[src/rtl/complex_addsub_pipe.sv]
// Packed complex add/sub (A +/- B, optional conj(B)) with saturate/wrap, overflow flags and event counter.
// Latency PIPE_STAGES ce-high cycles, one sample per cycle; no backpressure, ce=0 freezes every register.
module complex_addsub_pipe #(
    parameter int W           = 32,
    parameter int PIPE_STAGES = 2,
    parameter int SATURATE    = 1,
    parameter int COUNT_W     = 16
) (
    input  logic               clk,
    input  logic               rst,
    input  logic               ce,
    input  logic               in_valid,
    input  logic [1:0]         mode,
    input  logic [2*W-1:0]     A,
    input  logic [2*W-1:0]     B,
    input  logic               cnt_clr,
    output logic [2*W-1:0]     result,
    output logic               out_valid,
    output logic               ovf_re,
    output logic               ovf_im,
    output logic [COUNT_W-1:0] ovf_count
);
    localparam logic [W-1:0] MAX_POS = {1'b0, {(W-1){1'b1}}};
    localparam logic [W-1:0] MAX_NEG = {1'b1, {(W-1){1'b0}}};

    function automatic logic [W:0] addsub(input logic [W-1:0] x, input logic [W-1:0] y,
                                          input logic sub);
        logic [W:0] xe;
        logic [W:0] ye;
        xe = {x[W-1], x};
        ye = {y[W-1], y};
        return sub ? (xe - ye) : (xe + ye);
    endfunction

    // The sign of the W+1-bit result picks the clamp direction.
    function automatic logic [W-1:0] clip(input logic [W:0] s);
        if ((SATURATE != 0) && (s[W] != s[W-1]))
            return s[W] ? MAX_NEG : MAX_POS;
        return s[W-1:0];
    endfunction

    logic [W:0] sum_re;
    logic [W:0] sum_im;

    assign sum_re = addsub(A[2*W-1:W], B[2*W-1:W], mode[0]);
    assign sum_im = addsub(A[W-1:0], B[W-1:0], mode[0] ^ mode[1]);

    logic [PIPE_STAGES-1:0]          vld_d, ore_d, oim_d;
    logic [PIPE_STAGES-1:0]          vld_q, ore_q, oim_q;
    logic [PIPE_STAGES-1:0][2*W-1:0] dat_d, dat_q;
    logic                            cnt_inc;

    always_comb begin
        vld_d[0] = in_valid;
        ore_d[0] = in_valid & (sum_re[W] ^ sum_re[W-1]);
        oim_d[0] = in_valid & (sum_im[W] ^ sum_im[W-1]);
        dat_d[0] = {clip(sum_re), clip(sum_im)};
        for (int i = 1; i < PIPE_STAGES; i++) begin
            vld_d[i] = vld_q[i-1];
            ore_d[i] = ore_q[i-1];
            oim_d[i] = oim_q[i-1];
            dat_d[i] = dat_q[i-1];
        end
    end

    // Count on the edge that loads the sample into the output stage.
    assign cnt_inc = vld_d[PIPE_STAGES-1] & (ore_d[PIPE_STAGES-1] | oim_d[PIPE_STAGES-1]);

    always_ff @(posedge clk) begin
        if (rst) begin
            vld_q     <= '0;
            ore_q     <= '0;
            oim_q     <= '0;
            dat_q     <= '0;
            ovf_count <= '0;
        end else if (ce) begin
            vld_q <= vld_d;
            ore_q <= ore_d;
            oim_q <= oim_d;
            dat_q <= dat_d;
            if (cnt_clr)
                ovf_count <= '0;
            else if (cnt_inc && !(&ovf_count))
                ovf_count <= ovf_count + COUNT_W'(1);
        end
    end

    assign result    = dat_q[PIPE_STAGES-1];
    assign out_valid = vld_q[PIPE_STAGES-1];
    assign ovf_re    = ore_q[PIPE_STAGES-1];
    assign ovf_im    = oim_q[PIPE_STAGES-1];

endmodule

[config.mk]
export PLATFORM = sky130hd
export DESIGN_NAME = complex_addsub_pipe
export DESIGN_NICKNAME = d
export VERILOG_FILES = /design/src/rtl/complex_addsub_pipe.sv
export SDC_FILE = /design/constraint.sdc
export NUM_CORES = 1
export LEC_CHECK = 0
export BUFFER_PORTS_ARGS = -buffer_cell sky130_fd_sc_hd__buf_2
export CORE_MARGIN = 2
export CORE_UTILIZATION = 50
export DETAILED_ROUTE_END_ITERATION = 8
export PLACE_DENSITY = 0.74
export SYNTH_ARGS = -nofsm -noshare
export SYNTH_HDL_FRONTEND = slang
export SYNTH_SLANG_ARGS = --single-unit
[constraint.sdc]
create_clock -name clk -period 8.76 [get_ports clk]
set_input_delay 0.438 -clock clk [delete_from_list [all_inputs] [get_ports clk]]
set_output_delay 0.438 -clock clk [all_outputs]
set_load 0.01 [all_outputs]
==> impl_metrics.env <==
export IMPL_status="finished clean"
export IMPL_utilization_pct=59.1
export IMPL_drive_gt1_share_pct=22.2
export IMPL_globalplace_congestion=0.880
export IMPL_yosysUniqueCellTypes=73
export IMPL_post_cts_repair_setup_buffers=0
export IMPL_die_w_um=152
export IMPL_max_clock_path_buffers=2
export IMPL_synth_yosys_warnings=0
export IMPL_path_clk_slew_ps=60
export IMPL_grt_pass1_wl_mm=44.3
export IMPL_drt_iter0_drc=536
export IMPL_slowest_stage="nor4_1"
export IMPL_grt_pass1_vias=9244
export IMPL_path_buf_inv=2
export IMPL_vias_per_cell=5.63
export IMPL_grt_max_degree=121
export IMPL_cp_start_kind="input pin"
export IMPL_end_kind="flop"
export IMPL_tns_ps=0
export IMPL_insertion_delay_ps=430
export IMPL_h_tree_depth=4
export IMPL_rsz0062_at_grt="no"
export IMPL_max_freq_mhz=190
export IMPL_worstMarginPinSlew_ps=1040
export IMPL_vias=10000
export IMPL_nets=1688
export IMPL_drc=0
export IMPL_setup_violations=0
export IMPL_post_dp_hpwl_mm=20.0
export IMPL_antenna_found_initial=1
export IMPL_slew_headroom_pct=30.7
export IMPL_period_needed_ps=5270
export IMPL_path_class="in -> reg"
export IMPL_design_portCount=218
export IMPL_cts_root_buf="clkbuf_16"
export IMPL_dieArea_um2=23100
export IMPL_start_util_pct=50.5
export IMPL_peakVddDrop_mv=0.106
export IMPL_cts_hold_buf=0
export IMPL_grt_remaining_overflow=0
export IMPL_fp_row_count=54
export IMPL_ant_nets=0
export IMPL_wl_per_cell_um=14.9
export IMPL_async_reset_ff_share_pct=0
export IMPL_synth_edf_count=0
export IMPL_mappedNetlistArea_um2=11000
export IMPL_cts_tree="built"
export IMPL_avgSynthCellArea_um2=8.38
export IMPL_syn_inst=1307
export IMPL_wl_mm=26.5
export IMPL_syn_nets=1511
export IMPL_portBuffers=217
export IMPL_fin_skew_ps=7.47
export IMPL_seq_area_frac_synth_pct=27.4
export IMPL_nFillCells=1954
export IMPL_firstDrtPassIters=5
export IMPL_synth_seq_cells=150
export IMPL_max_cap_viol_count=0
export IMPL_total_leakage_power_uw=0.00558
export IMPL_finalCritPeriodShare_pct=60.2
export IMPL_core_area_um2=21700
export IMPL_critPathMaxStageDelay_ps=540
export IMPL_crit_family="simple AND/OR/NAND/NOR gates"
export IMPL_synth_top_flop_cell="dfxtp_1"
export IMPL_grt_use_total_pct=22.4
export IMPL_cts_sinks=150
export IMPL_worst_ep_arrival_time_ps=5600
export IMPL_hp_class="in -> reg"
export IMPL_cts_buffers=17
export IMPL_hold_viol=0
export IMPL_die_y_um=152
export IMPL_cp_max_fo=31
export IMPL_path_cells="buf_2, nor4_1, nand2b_1, nor4_1, nor2b_1, nand2_1, nor3_1, a21oi_1, xnor2_1, ha_1, a21o_1, a2111o_1, nor3_1, and3_1, o31ai_1, a21oi_1, xor2_2, buf_4, maj3_1, a211oi_1"
export IMPL_power_density_nw_per_um2=200
export IMPL_cts_resized=0
export IMPL_drv_slew=0
export IMPL_syn2layout_area_growth_pct=16.9
export IMPL_cp_required_ps=9080
-- worst min-delay path, stage by stage --
cell     delay, ps
buf_2           90
mux2i_1         60
nor2_1          70
-- worst paths after layout --
| kind | start | endpoint | slack, ps | cells past startpoint |
|---|---|---|---|---|
| worst max-delay path | B[9] | dat_d[69] | 3490 | 20 |
| worst min-delay path | in_valid | vld_q[0] | 280 | 3 |
| worst max register to register | ovf_count[7] | ovf_count[13] | 6470 | 9 |
| worst min register to register | dat_d[127] | dat_d[127] | 480 | 2 |
-- through the flow --
step / instance area (um^2) / hold WS (ps) / total power, uW / setup slack [ps] / instances
after floorplan: 11000 / 450 / 1610 / 3790 / 1307
after global placement: 12200 / 459 / 1820 / 3220 / 1745
after detailed placement: 12200 / 468 / 1840 / 3110 / 1745
after CTS: 12800 / 263 / 2580 / 3490 / 1777
after global routing: 12800 / 287 / 2740 / 2950 / 1778
final: 12800 / 283 / 2570 / 3490 / 1778
-- cell type report --
cell class	count	area, um^2	area share, %
clock inverters	13	148	1.15
inverters	33	124	0.967
well taps	280	350	2.73
clock buffers	19	453	3.54
repair buffers	225	1160	9.03
flip-flops and latches	150	3000	23.4
multi-input cells	1057	7570	59.1
diodes	1	2.50	0.0195
-- layer usage --
metal / share of wire (%) / track usage, % / vias to the layer above
met5: 0 / 0 / -
met4: 2.3 / 8.41 / 0
met3: 4.2 / 2.94 / 38
met2: 45 / 35.6 / 225
met1: 48 / 31.0 / 4701
li1: - / - / 5044
-- cells by family after synthesis --
kind of cell    after synthesis  share of synthesized area, %
mux                          73                          6.68
buf+inv                     100                          3.67
simple gates                407                          17.3
flops                       150                          27.4
compound gates              315                          20.5
xor+xnor                    132                          10.6
fa+ha+maj                   130                          13.9
-- placed cells by master, fill, tap and decap left out, drive strengths merged, types with 4 or more instances in the layout --
cell type / n
mux2i: 72
nor3: 23
nor4: 12
nor2: 221
ha: 67
a21oi: 86
maj3: 61
a21o: 28
clkinv: 4
nand2: 57
or3: 12
a211oi: 71
nand4: 8
o21ai: 48
o211ai: 9
or2: 8
xor2: 52
o31ai: 9
and3: 11
nor2b: 5
buf: 224
dfxtp: 150
clkbuf: 20
a31oi: 6
o41ai: 4
o21a: 12
and4: 5
xnor2: 80
nand2b: 14
clkinvlp: 4
nand3: 8
o21bai: 7
a211o: 4
inv: 36
or4: 7
nor3b: 6
nor4b: 5
-- report_power, final --
part	switching (uW)	internal (uW)	leakage (uW)	total [uW]
combinational	568	462	0.00407	1030
clock	296	438	0.000283	733
sequential	43.7	759	0.00123	802
total	908	1660	0.00558	2570
-- flip-flops by register name, summed over array words and instances, names as in the netlist --
| signal | count |
|---|---|
| ovf_count | 16 |
| result | 64 |
| dat_d | 64 |
| oim_q | 2 |
| vld_q | 2 |
| ore_q | 2 |
-- synthesized netlist by cell type (5+ instances only) --
| library cell | n | area (um^2) |
|---|---|---|
| buf_1 | 7 | 26.3 |
| nand2_1 | 57 | 214 |
| dfxtp_1 | 150 | 3000 |
| nor3_1 | 22 | 110 |
| o21ai_1 | 8 | 40.0 |
| and4_1 | 5 | 43.8 |
| o31ai_1 | 9 | 67.6 |
| nand3_1 | 8 | 40.0 |
| a211oi_2 | 28 | 350 |
| o211ai_1 | 9 | 67.6 |
| mux2i_1 | 72 | 721 |
| o21bai_1 | 7 | 52.6 |
| clkbuf_1 | 54 | 203 |
| or2_2 | 6 | 37.5 |
| a211oi_1 | 43 | 323 |
| nor2_1 | 221 | 830 |
| a21oi_1 | 86 | 430 |
| nor2b_1 | 5 | 31.3 |
| xor2_1 | 52 | 455 |
| a21o_1 | 28 | 210 |
| or3_1 | 11 | 68.8 |
| nand2b_1 | 14 | 87.6 |
| nor3b_1 | 5 | 37.5 |
| maj3_1 | 33 | 330 |
| o21a_1 | 12 | 90.1 |
| and3_1 | 11 | 68.8 |
| nor4_1 | 12 | 75.1 |
| inv_1 | 33 | 124 |
| nand4_1 | 8 | 50.1 |
| a31oi_1 | 6 | 37.5 |
| ha_1 | 67 | 838 |
| or4_1 | 6 | 45.0 |
| xnor2_1 | 80 | 701 |
| o21ai_0 | 40 | 200 |
| maj3_2 | 28 | 315 |
(Power assumes the default switching activity.)
